$ cat config.mk
export PLATFORM = sky130hd
export DESIGN_NAME = mac_unit
export DESIGN_NICKNAME = d
export VERILOG_FILES = /design/src/rtl/mac_unit.sv
export SDC_FILE = /design/constraint.sdc
export NUM_CORES = 1
export LEC_CHECK = 0
export CAP_MARGIN = 0
export CELL_PAD_IN_SITES_DETAIL_PLACEMENT = 1
export CELL_PAD_IN_SITES_GLOBAL_PLACEMENT = 1
export CORE_AREA = 5 5 177 179
export CTS_CLUSTER_SIZE = 30
export DETAILED_ROUTE_END_ITERATION = 7
export DIE_AREA = 0 0 182 184
export HOLD_SLACK_MARGIN = 0.05
export PLACE_DENSITY = 0.95
export RECOVER_POWER = 50
export SKIP_CTS_REPAIR_TIMING = 1
export SYNTH_ARGS = -nofsm -noshare
export SYNTH_HDL_FRONTEND = slang
export SYNTH_SLANG_ARGS = --single-unit
$ cat constraint.sdc
create_clock -name clk -period 16.7 [get_ports clk]
set_clock_uncertainty 0.2 [all_clocks]
set_input_delay 3.34 -clock clk [delete_from_list [all_inputs] [get_ports clk]]
set_output_delay 3.34 -clock clk [all_outputs]
set_load 0.02 [all_outputs]
$ cat src/rtl/mac_unit.sv
// Signed multiply-accumulate with clear-and-dump: each clr closes the running sum, adds bias,
// quantizes to Q1.15 on ofm, and starts the next sum. Define MAC_UNIT_SAT_EN to saturate adds.
module mac_unit #(
    parameter int WIDTH = 16
) (
    input  logic                 clk,
    input  logic                 rst_n,
    input  logic                 clr,
    input  logic                 layer_en,
    input  logic [WIDTH-1:0]     pix,
    input  logic [WIDTH-1:0]     ker,
    input  logic [2*WIDTH-1:0]   bias,
    output logic [2*WIDTH-1:0]   mul_out,
    output logic [WIDTH-1:0]     ofm,
    output logic                 ofm_valid
);

    localparam int AW = 2 * WIDTH;

    logic [AW-1:0]    mul_out_q, mul_out_d;
    logic [WIDTH-1:0] ofm_q, ofm_d;
    logic             ofm_valid_q, ofm_valid_d;
    logic [AW-1:0]    prod;

    function automatic logic [AW-1:0] acc_add(input logic [AW-1:0] a, input logic [AW-1:0] b);
`ifdef MAC_UNIT_SAT_EN
        logic [AW:0] full;
        full = {a[AW-1], a} + {b[AW-1], b};
        // Sign bits disagree only when the true sum left the 2W-bit range.
        if (full[AW] != full[AW-1])
            return full[AW] ? {1'b1, {(AW-1){1'b0}}} : {1'b0, {(AW-1){1'b1}}};
        return full[AW-1:0];
`else
        return a + b;
`endif
    endfunction

    assign prod = AW'($signed(pix) * $signed(ker));

    always_comb begin
        logic [AW-1:0] s;
        mul_out_d   = mul_out_q;
        ofm_d       = ofm_q;
        ofm_valid_d = clr;
        s           = acc_add(mul_out_q, bias);
        if (clr) begin
            ofm_d     = {s[AW-1], s[AW-3:WIDTH-1]};
            mul_out_d = layer_en ? prod : '0;
        end else if (layer_en) begin
            mul_out_d = acc_add(mul_out_q, prod);
        end
    end

    always_ff @(posedge clk) begin
        if (!rst_n) begin
            mul_out_q   <= '0;
            ofm_q       <= '0;
            ofm_valid_q <= 1'b0;
        end else begin
            mul_out_q   <= mul_out_d;
            ofm_q       <= ofm_d;
            ofm_valid_q <= ofm_valid_d;
        end
    end

    assign mul_out   = mul_out_q;
    assign ofm       = ofm_q;
    assign ofm_valid = ofm_valid_q;

endmodule

Word-level counts from Yosys, hierarchy flattened --
Index checks and enable logic that the tools add are counted.
Operators by class: muxes and demuxes 3, add/sub/neg operators 2, multiply operators 1, reduce and logical (&&, ||, !) cells 1
Operators with widths (count):
- $mux W32 | 3
- $add A32 B32 Y32 | 2
- $mul A16 B16 Y32 | 1
- $reduce_bool A2 Y1 | 1
Storage, ports and cells: register bits after elaboration 49, input port bits 68

Longest topological paths before layout --
depth after elaboration 4, gate-level depth with buffers 33, depth with buffers taken out 32

Worst setup path after synthesis --
Ideal clock, no wire load.
path kind input to register, from input port ker[1], to register mul_out_q[31] (netlist: mul_out[31]), setup slack 5689 ps, arrival 10744 ps, stages on the path 31, cell sequence clkbuf_1 nand2_1 inv_1 fa_1 inv_1 fa_1 inv_1 fa_1 fa_1 fa_1 inv_1 fa_1 inv_1 ha_1 and2_1 and3_1 and3b_1 a2111o_1 a21oi_1 o21bai_1 a21oi_1 xnor2_1 ha_1 a21o_1 a21o_1 a21oi_1 o211a_4 o311ai_4 a31oi_1 mux4_2 a21oi_2
Between the ends: longest elaborated chain between the ends 4, elaborated cells on any way between the ends 5, classes of those cells add/sub: 1; mul: 1; mux: 3
Ends and longest elaborated chain:
- start, declared | RTL line 11 | input logic [WIDTH-1:0] ker,
- $mul A16 B16 Y32 * | RTL line 38 | assign prod = AW'($signed(pix) * $signed(ker));
- $add A32 B32 Y32 | RTL line 34 | return a + b;
- $mux W32 | RTL line 49 | end else if (layer_en) begin
- $mux W32 * | RTL line 46 | if (clr) begin
- end signal, assigned | RTL line 60 | mul_out_q <= mul_out_d;
- end, declared | RTL line 20 | logic [AW-1:0] mul_out_q, mul_out_d;
Mark *: on every way between the ends. The rest lies on a longest branch, timed or not. The select of a mux whose other input is x is not followed. A chain may end at the register's enable or synchronous reset.

Final worst setup path --
from input port ker[1], to register mul_out_q[30] (netlist: mul_out[30])
Same word-level chain as after synthesis.

==> flow_metrics.py <==
metrics = {
    "status": {
        "outcome": "finished with violations",
        "violations": "max-capacitance violations, max-slew violations",
    },
    "critical_path": {
        "rr_endpoint": "mul_out[30]$_SDFFE_PN0P_",
        "cp.arrival_ps": 12580,
        "critPathMaxFanout": 16,
        "end_kind": "flip-flop",
        "start_kind": "input port",
        "r2r_cells": 12,
        "r2r_slack_ps": 12680,
        "cp_data_required_time_ps": 16750,
        "r2r-start": "mul_out[0]$_SDFFE_PN0P_",
        "endpoint": "mul_out[30]$_SDFFE_PN0P_",
        "crit_slowest_cell": "clkdlybuf4s50_1",
        "worst-setup-path-type": "input port to flip-flop",
        "critical_path.max_stage_delay_ps": 750,
        "crit_top_cell": "fa_1",
        "startpoint": "ker[1]",
    },
    "timing": {
        "fin_tns_setup_ps": 0,
        "fin_crit_ps": 12530,
        "rsz0062_at_grt": "false",
        "period_share_pct": 75.0,
        "drv_slew": 78,
        "finalSetupViolations": 0,
        "slew_headroom_pct": -122,
        "max_freq_ghz": 0.0798,
        "finalHoldViolCount": 0,
        "worstMarginPinSlew_ps": 3330,
    },
    "place": {
        "dpl_cell_area_um2": 15900,
        "dp_cells": 2112,
        "hpwl_um": 39600,
        "gp_congestion": 0.897,
        "numPortBuffers": 116,
    },
    "final_layout": {
        "fill_cells": 3420,
        "drive_gt1_share_pct": 2.43,
        "final_nets": 2205,
        "synthToLayoutAreaGrowth_pct": 11.1,
        "final_cells": 2119,
        "antennaDiodeCount": 0,
        "final_area_um2": 16100,
    },
    "die": {
        "core_um2": 29400,
        "boundaryPins": 117,
        "die_h_um": 184,
        "initial_core_util_pct": 49.2,
        "die_x_um": 182,
        "num_rows": 63,
        "dieArea_um2": 33500,
    },
    "global_routing": {
        "grt_max_degree": 78,
        "first_global_vias": 14500,
        "grt_usage_pct": 28.7,
        "grt_overflow": 0,
        "grt_pass1_wl_um": 76700,
        "antenna_found_initial": 0,
    },
    "drt": {
        "num_vias": 12300,
        "drt-pass1-iter-count": 5,
        "routed_wl_um": 46900,
        "drtIter0Drc": 777,
        "routedWlPerCell_um": 22.2,
        "ant_nets": 0,
        "viasPerCell": 5.79,
        "drc_errors": 0,
    },
    "min_path": {
        "hold_start": "ofm[1]$_SDFFE_PN0P_",
        "worstHoldPathType": "flip-flop to flip-flop",
    },
    "logic_synthesis": {
        "synthCells": 1656,
        "syn_area_per_cell_um2": 8.73,
        "synthTopCellsByArea": "fa_1, ha_1, inv_1, dfxtp_1, and2_1",
        "yosys_register_bits": 49,
        "yosysWarnings": 0,
        "synth_async_sr_flop_share_pct": 0,
        "ys_types": 72,
        "synth_top_area_share_pct": 36.4,
        "seq_area_frac_synth_pct": 6.78,
        "synth_edf_count": 0,
        "dominantRegCellSynth": "dfxtp_1",
        "synth_nets": 2132,
        "synth_area_leader_cell": "fa_1",
        "synth.cell_area_um2": 14500,
    },
    "run": {
        "cap_violations": 1,
    },
    "cts": {
        "cts_made_buffers": 5,
        "insertion_delay_ps": 310,
        "clock-sinks": 49,
        "cts_tree": "yes",
        "path_clk_slew_ps": 70,
        "ctsRootBufferMaster": "clkbuf_16",
        "cts.path.max_buffers": 2,
        "cts_max_level": 2,
    },
}
-- metal layers --
metal / up-vias / part of all wire [%] / wire, um / track usage, %
met3: 172 / 5.6 / 2610 / 5.42
li1: 5391 / - / - / -
met1: 6247 / 39 / 18200 / 33.6
met5: - / 0 / 0 / 0
met4: 0 / 4.9 / 2290 / 12.0
met2: 464 / 51 / 23900 / 51.5
-- state kept, by name, summed over array words and instances, names as in the netlist --
name,cells
mul_out,32
ofm,16
ofm_valid,1
-- worst max-delay path, delay by kind of cell --
family	cells	cell delay (ps)
AND/OR/NAND/NOR	4	900
AO/OA/AOI/OAI	13	3230
buffers and inverters	6	1210
adder cells (fa/ha/maj)	8	3770
XOR/XNOR	1	120
-- layout by cell type, fill, tap and decap left out, drive strengths merged, types with 4 or more instances in the layout --
cell type,count
inv,319
fa,263
nand2,172
ha,145
and2,133
a21oi,81
clkdlybuf4s50,66
nor2,59
dfxtp,49
dlygate4sd3,48
o21ai,47
xnor2,43
a21o,36
mux2i,26
xor2,24
nand3,20
nand2b,16
a31oi,13
a211oi,12
nand3b,11
or2,11
nor3,10
o211ai,10
o21bai,9
and3,8
nand4,8
clkbuf,7
nor2b,6
buf,5
o31ai,4
o21a,4
a221oi,4
-- synthesized netlist by cell type (all sizes together) (3+ instances only) --
master and n:
nand3b 11, nand2b 16, inv 319, a21boi 3, fa 263, and2 133
clkbuf 48, nand2 172, nor2 59, o31ai 4, nand4 8, and3 8
xnor2 43, a31o 3, a211oi 12, a21oi 81, ha 145, dfxtp 49
nand4b 3, o31a 3, a31oi 13, mux2i 26, o21bai 9, o211ai 10
o21a 4, xor2 24, a221oi 4, nand3 20, a21o 36, o211a 3
o21ai 47, nor3 10, nor2b 6, or2 11, o2111ai 3, buf 6
-- final cells by class --
class	instances	area [um^2]	area share, %
Sequential cell	49	981	6.10
Timing Repair Buffer	120	1180	7.32
Inverter	320	1200	7.47
Tap cell	390	488	3.04
Multi-Input combinational cell	1233	12100	75.2
Clock inverter	1	7.51	0.0467
Clock buffer	6	139	0.864
-- how the worst min path moves through the flow --
stage,slack (ps),depth (start not counted),endpoint
floorplan,330,2,ofm[14]$_SDFFE_PN0P_
global placement,260,2,ofm[14]$_SDFFE_PN0P_
detailed placement,290,2,ofm[14]$_SDFFE_PN0P_
CTS,300,2,ofm[14]$_SDFFE_PN0P_
global route,320,2,ofm[13]$_SDFFE_PN0P_
finish,290,2,ofm[1]$_SDFFE_PN0P_
-- logic make-up after synthesis --
| logic type | after synthesis | synth area share (%) |
|---|---|---|
| adder cells (fa/ha/maj) | 408 | 48.9 |
| multiplexers | 28 | 2.03 |
| XOR/XNOR | 67 | 4.06 |
| AND/OR/NAND/NOR | 471 | 16.4 |
| flip-flops | 49 | 6.78 |
| AO/OA/AOI/OAI | 259 | 12.1 |
| buffers and inverters | 374 | 9.70 |
-- through the flow --
stage	hold WS, ps	utilization, %	worst slack [ps]
global placement	258	54.2	4500
CTS	297	54.7	4180
detailed placement	289	54.2	3930
finish	288	54.7	4170
floorplan	333	-	5690
global route	325	54.7	3630
Power is left out: the tool's default activity adds up to more than one toggle a clock period on the data nets, which glitch-free logic cannot reach.
